**config.mk**
```make
export PLATFORM = sky130hd
export DESIGN_NAME = debounce_pulse_tx
export DESIGN_NICKNAME = d
export VERILOG_FILES = /design/src/rtl/debounce_pulse_tx.sv
export SDC_FILE = /design/constraint.sdc
export NUM_CORES = 1
export LEC_CHECK = 0
export CORE_MARGIN = 5
export CORE_UTILIZATION = 56
export CTS_CLUSTER_DIAMETER = 100
export DETAILED_ROUTE_END_ITERATION = 12
export GPL_ROUTABILITY_DRIVEN = 0
export GPL_TIMING_DRIVEN = 0
export PLACE_DENSITY_LB_ADDON = 0.1
export SLEW_MARGIN = 0
export SYNTH_ARGS = -nofsm -noshare
export SYNTH_HDL_FRONTEND = slang
export SYNTH_SLANG_ARGS = --single-unit
```
**constraint.sdc**
```tcl
create_clock -name clk -period 2.5 [get_ports clk]
set_clock_uncertainty 0.15 [all_clocks]
set_input_delay 0.375 -clock clk [delete_from_list [all_inputs] [get_ports clk]]
set_output_delay 0.375 -clock clk [all_outputs]
set_load 0.05 [all_outputs]
```
**src/rtl/debounce_pulse_tx.sv**
```systemverilog
// debounce_pulse_tx: turns single-cycle requests into prescaler-timed active-low pulses.
// Optional request queue is enabled by defining DEBOUNCE_TX_QUEUE_EN.
module debounce_pulse_tx #(
  parameter logic [15:0] DIV_COUNT    = 16'd999,
  parameter logic [7:0]  ASSERT_TICKS = 8'd8,
  parameter logic [7:0]  GAP_TICKS    = 8'd8,
  parameter int          PEND_W       = 3
) (
  input  logic              clk,
  input  logic              reset,
  input  logic              pulse_req_i,
  input  logic              ovf_clr_i,
  output logic              signal_o,
  output logic              busy_o,
  output logic [PEND_W-1:0] pending_o,
  output logic              ovf_o
);
  typedef enum logic [1:0] {S_IDLE = 2'd0, S_ASSERT = 2'd1, S_GAP = 2'd2} state_e;

  state_e      state_q, state_d;
  logic [15:0] presc_q, presc_d;
  logic [7:0]  tick_q, tick_d, tick_lim;
  logic        signal_q, signal_d, busy_q, busy_d, ovf_q, ovf_d;
  logic        phase_end, have_pend, start, absorb, ovf_set;

`ifdef DEBOUNCE_TX_QUEUE_EN
  localparam logic [PEND_W-1:0] PEND_MAX = '1;
  localparam logic [PEND_W-1:0] PEND_ONE = PEND_W'(1);
  logic [PEND_W-1:0] pending_q, pending_d;

  assign have_pend = (pending_q != '0);
  assign pending_o = pending_q;

  always_ff @(posedge clk) begin
    if (reset) pending_q <= '0;
    else       pending_q <= pending_d;
  end
`else
  assign have_pend = 1'b0;
  assign pending_o = '0;
`endif

  always_ff @(posedge clk) begin
    if (reset) begin
      state_q  <= S_IDLE;
      presc_q  <= '0;
      tick_q   <= '0;
      signal_q <= 1'b1;
      busy_q   <= 1'b0;
      ovf_q    <= 1'b0;
    end else begin
      state_q  <= state_d;
      presc_q  <= presc_d;
      tick_q   <= tick_d;
      signal_q <= signal_d;
      busy_q   <= busy_d;
      ovf_q    <= ovf_d;
    end
  end

  // Phase ends on the last cycle of its final tick so the output edge lands exactly on the tick boundary.
  always_comb begin
    tick_lim  = (state_q == S_ASSERT) ? ASSERT_TICKS : GAP_TICKS;
    phase_end = (state_q != S_IDLE) && (presc_q == DIV_COUNT) && (tick_q == tick_lim - 8'd1);
    start     = ((state_q == S_IDLE) || ((state_q == S_GAP) && phase_end)) &&
                (pulse_req_i || have_pend);
    state_d   = state_q;
    case (state_q)
      S_IDLE:   if (start) state_d = S_ASSERT;
      S_ASSERT: if (phase_end) state_d = S_GAP;
      S_GAP:    if (phase_end) state_d = start ? S_ASSERT : S_IDLE;
      default:  state_d = S_IDLE;
    endcase
  end

  always_comb begin
    absorb  = pulse_req_i && (state_q != S_IDLE) && !start;
    presc_d = '0;
    tick_d  = '0;
    if ((state_q != S_IDLE) && !phase_end) begin
      if (presc_q == DIV_COUNT) begin
        tick_d = tick_q + 8'd1;
      end else begin
        presc_d = presc_q + 16'd1;
        tick_d  = tick_q;
      end
    end
    signal_d = (state_d != S_ASSERT);
    busy_d   = (state_d != S_IDLE);
`ifdef DEBOUNCE_TX_QUEUE_EN
    pending_d = pending_q;
    ovf_set   = 1'b0;
    // A request arriving as a queued pulse launches just takes its slot: net count unchanged.
    if (start && have_pend && !pulse_req_i) begin
      pending_d = pending_q - PEND_ONE;
    end else if (absorb) begin
      if (pending_q == PEND_MAX) ovf_set = 1'b1;
      else                       pending_d = pending_q + PEND_ONE;
    end
`else
    ovf_set = absorb;
`endif
    ovf_d = ovf_set || (ovf_q && !ovf_clr_i);
  end

  assign signal_o = signal_q;
  assign busy_o   = busy_q;
  assign ovf_o    = ovf_q;

endmodule

```
# ---- Word-level counts from Yosys, hierarchy flattened
# Cells that the tools add are included.
# Widths: inputs -> output; s select.
dict set report totals {
  out_inout_bits 6
  regBits 29
  romBits 0
  ramBits 0
  n_memories 0
  wordCells 37
  latch_bits 0
  inputBits 4
}
dict set report op_classes {
  muxes 5
  magnitude_cmp 0
  shifts 0
  eq_ne 5
  n_div 0
  bitwise_logic 1
  reduce_logical 18
  addsub 2
  multipliers 0
}
# operator count
set ops {}
lappend ops {{$add 16x1->16 const B} 1}
lappend ops {{$eq 16x10->1 const B} 1}
lappend ops {{$add 8x1->8 const B} 1}
lappend ops {{$eq 8x3->1 const B} 1}
lappend ops {{$logic_and 1x1->1} 8}
lappend ops {{$mux 2} 3}
lappend ops {{$pmux 2 s3} 1}
lappend ops {{$reduce_bool 2->1} 2}
lappend ops {{$logic_not 1->1} 3}
lappend ops {{$reduce_or 3->1} 1}
lappend ops {{$eq 2x1->1 const B} 1}
lappend ops {{$eq 2x2->1 const B} 1}
lappend ops {{$logic_not 2->1} 1}
lappend ops {{$logic_or 1x1->1} 2}
lappend ops {{$ne 2x1->1 const B} 1}
lappend ops {{$reduce_or 2->1} 1}
lappend ops {{$mux 1} 1}
lappend ops {{$not 1->1} 1}

# ---- Longest topological paths before layout
dict set report depth {
  ltp_word 10
  mapped_depth 7
  depth_no_buf 5
}

# ---- Worst setup path before layout
# Ideal clock, no wire load.
dict set report synth_path {
  path_kind {flip-flop to flip-flop}
  startpoint {reg presc_q[0]}
  endpoint {reg signal_q (netlist: signal_o)}
  t_arrival_ns 1.584
  slack_ns 0.646
  required_time_ns 2.230
  period_less_slack_ns 1.854
  stages_incl_launch_ff 7
  n_path_buf 1
  setup_ns 0.120
  path_cell_list {dfxtp_1 > ha_1 > and4_1 > nand4_1 > buf_2 > o21a_1 > a211o_1}
}
dict set report synth_via {
  elab_chain_len 10
  elab_cells_between_ends 12
  classes_between {eq/ne: 2; mux: 5; reduce/logical: 5}
}
# item line_no
set synth_lines {}
lappend synth_lines {{start: declaration} 21} ;# logic [15:0] presc_q, presc_d;
lappend synth_lines {{start signal: assignment} 53} ;# presc_q <= presc_d;
lappend synth_lines {{$eq 16x10->1 *} 64} ;# phase_end = (state_q != S_IDLE) && (presc_q == DIV_COUNT) && (tick_q == tick_lim - 8'd1);
lappend synth_lines {{$logic_and 1x1->1 * (2 in a row)} 64}
lappend synth_lines {{$logic_and 1x1->1} 65} ;# start = ((state_q == S_IDLE) || ((state_q == S_GAP) && phase_end)) &&
lappend synth_lines {{$logic_or 1x1->1} 65}
lappend synth_lines {{$logic_and 1x1->1} 65}
lappend synth_lines {{$mux 1} 71} ;# S_GAP: if (phase_end) state_d = start ? S_ASSERT : S_IDLE;
lappend synth_lines {{$mux 2} 71}
lappend synth_lines {{$pmux 2 s3 *} 68} ;# case (state_q)
lappend synth_lines {{$ne 2x1->1 *} 88} ;# signal_d = (state_d != S_ASSERT);
lappend synth_lines {{end signal: assignment} 55} ;# signal_q <= signal_d;
lappend synth_lines {{end: declaration} 23} ;# logic signal_q, signal_d, busy_q, busy_d, ovf_q, ovf_d;
# Every way passes the cells marked *; elsewhere a longest branch is shown, timed or not.
# A chain may end at the register's enable or synchronous reset.

# ---- Final worst setup path
dict set report layout_path {
  startpoint {reg presc_q[0]}
  endpoint {reg tick_q[0]}
}
dict set report layout_via {
  elab_chain_len 7
}
# item line_no
set layout_lines {}
lappend layout_lines {{$eq 16x10->1 *} {64, 81}}
lappend layout_lines {{$logic_and 1x1->1 (2 in a row)} 64}
lappend layout_lines {{$logic_not 1->1} 80} ;# if ((state_q != S_IDLE) && !phase_end) begin
lappend layout_lines {{$logic_and 1x1->1} 80}
lappend layout_lines {{$not 1->1 (no source line)} -}
lappend layout_lines {{$reduce_or 2->1 (no source line)} -}
lappend layout_lines {{end signal: assignment} 54} ;# tick_q <= tick_d;
lappend layout_lines {{end: declaration} 22} ;# logic [7:0] tick_q, tick_d, tick_lim;
# Marked as above.

==> results.md <==
* Outcome: complete, no violations
* Clk Latency, worst-skew pair at 0.33 ns
* Setup violators final at 0
* Core area at 0.00223 sq mm
* Via-per-instance ratio at 5.72
* Register area share after synthesis at 43.7%
* Startpoint Class: register
* CP required at 2.55 ns
* Initial Util at 59.5%
* Area Growth Syn to Fin at 13.0%
* Antenna violations before repair at 0
* Pre-CTS WS at 0.309 ns
* CTS Hold Bufs at 0
* WS Path Type: register to register
* Mapped cell area at 0.00133 sq mm
* ANT cells at 0
* Final hold vios at 0
* Met3 Use GR at 6.80%
* Most frequent cells in the layout: dfxtp_1, nor2_1, a21oi_1
* DIE AREA at 0.00345 sq mm
* Cell area power density at 569 mW/mm^2
* Vias post-DR at 1110
* Leakage at 0.000507 uW
* Tcrit/Tclk final at 87.6%
* Global route total overflow at 0
* Met1 Use GR at 22.1%
* Post-CTS Setup Repair Bufs at 0
* Synth top area share at 43.7%
* # port buffers at 6
* CP arrival at 2.24 ns
* Cell taking the most area after synthesis: dfxtp_1
* Non-Filler Instances at 194
* Final net count at 171
* Clock Tree Buf Depth at 2
* Core Util, Final at 67.2%
* Rows at 17
* Max-cap violations at 0
* Post-Route WL at 2.55 mm
* Crit-path max FO at 10
* Setup TNS at 0 ns
* DRC at 0
* Clock Tree Root: clkbuf_4
* Sink Count at 29
* Final ANT Viol Nets at 0
* Area post-placement at 0.00143 sq mm
* Commonest non-fill, non-tap cell in the layout: dfxtp_1
* # IOs at 10
* Post-synthesis average cell area at 8.86 sq um
* Grt peak-use layer: met2
* Relative slew slack at 66.3%
* Slew Limit Fails at 0
* Yosys reg bits at 29
* Synth unique cells at 40
* First-pass detailed-route iteration total at 4
* Clock transition at the registers of the reported paths at 0.09 ns
* Post-Place Cells at 186
* Gate Count Post-Synth at 150
* Largest net degree at the start of global routing at 11
* Measured slew at the worst slew-check pin at 0.503 ns
* First-pass GRT wire length at 4.51 mm
* Die H at 58.7 microns
* Synth area leaders: dfxtp_1, nor2_1, xnor2_1
* Max IR drop VDD at 0.000403 V
* Design Area, Final at 0.00150 sq mm
* Setup ws final at 0.309 ns
* Post-DP HPWL at 1.80 mm
* Avg WL per Cell at 13.2 microns
* H-tree depth at 2
* Number of global-route vias before repair at 1063
* Num CTS Buffers at 5
* PostCTS Resize Cnt at 0
* Initial DRC count at 50
* Synth Warn # at 0
* Gr usage total at 17.1%
* CP Capture Type: register
* Fmax at 457 MHz
* HP Class: register to register
* TritonCTS clock tree: built
* GR Util met2 at 25.5%
* Layout cells sized above 1 at 12.0%
* Chip width at 58.7 microns
* RSZ-0062 raised after global routing: false
* Tmin final at 2.19 ns
==> metal layers <==
metal | vias to the layer above | part of all wire, %
met2 | 24 | 46
met3 | 4 | 5.1
met4 | 0 | 1.3
li1 | 568 | -
met1 | 514 | 47
met5 | - | 0
==> report_power, final <==
part / switching, uW / internal [uW] / total [uW]
clock: 168 / 163 / 331
combinational: 34.2 / 18.6 / 52.8
sequential: 4.17 / 467 / 471
==> kinds of logic after synthesis <==
family	synth area share (%)
AO/OA/AOI/OAI	13.0
AND/OR/NAND/NOR	28.3
adder cells (fa/ha/maj)	1.88
buffers and inverters	4.14
XOR/XNOR	7.91
flip-flops	43.7
multiplexers	0.753
other	0.282
==> sequential cells by signal, summed over array words and instances (netlist names) <==
signal,count
busy_o,1
ovf_o,1
presc_q,16
tick_q,8
signal_o,1
state_q,2
==> final timing paths <==
path | from | end | slack (ns) | cells past startpoint
setup / recovery | presc_q[0]$_SDFF_PP0_ | tick_q[0]$_SDFFE_PP0N_ | 0.31 | 6
hold / removal | presc_q[0]$_SDFF_PP0_ | presc_q[0]$_SDFF_PP0_ | 0.33 | 1
setup reg to reg | presc_q[0]$_SDFF_PP0_ | tick_q[0]$_SDFFE_PP0N_ | 0.31 | 6
hold reg to reg | presc_q[0]$_SDFF_PP0_ | presc_q[0]$_SDFF_PP0_ | 0.33 | 1
==> through the flow <==
| step | hold slack (ns) | power (uW) |
|---|---|---|
| after detailed placement | 0.321 | 535 |
| after global placement | 0.316 | 534 |
| final | 0.333 | 855 |
| after floorplan | 0.298 | 519 |
| after CTS | 0.343 | 863 |
| after global routing | 0.374 | 894 |
==> layout make-up <==
cell class                      count  area (sq um)
Clock inverter                      1          5.00
Clock buffer                        7          65.1
Timing Repair Buffer                6          60.1
Tap cell                           28          35.0
Buffer                              6          36.3
Multi-Input combinational cell    112           701
Fill cell                         184           732
Sequential cell                    29           581
Inverter                            5          18.8
==> Yosys cell counts (all sizes together) <==
library cell / instances
dfxtp: 29
nor2: 22
a21oi: 8
nand2: 8
nand4: 7
o21ai: 7
xnor2: 7
nor4: 6
or3: 6
buf: 5
inv: 5
xor2: 5
nand3: 4
o31ai: 4
or4: 4
a211oi: 2
and3: 2
and4: 2
ha: 2
nor3: 2
a211o: 1
a21boi: 1
a221oi: 1
and2: 1
clkbuf: 1
conb: 1
mux2i: 1
nand4b: 1
nor2b: 1
o211a: 1
o21a: 1
o21ba: 1
or2: 1
==> critical path, stage by stage, from the launching register on <==
cell and delay [ns]:
dfxtp_1 0.40, ha_1 0.28, and4_1 0.28, nand4_1 0.18
buf_2 0.23, o21ai_1 0.43, nor2_1 0.11
No activity file was read; power rests on OpenSTA's default activity.
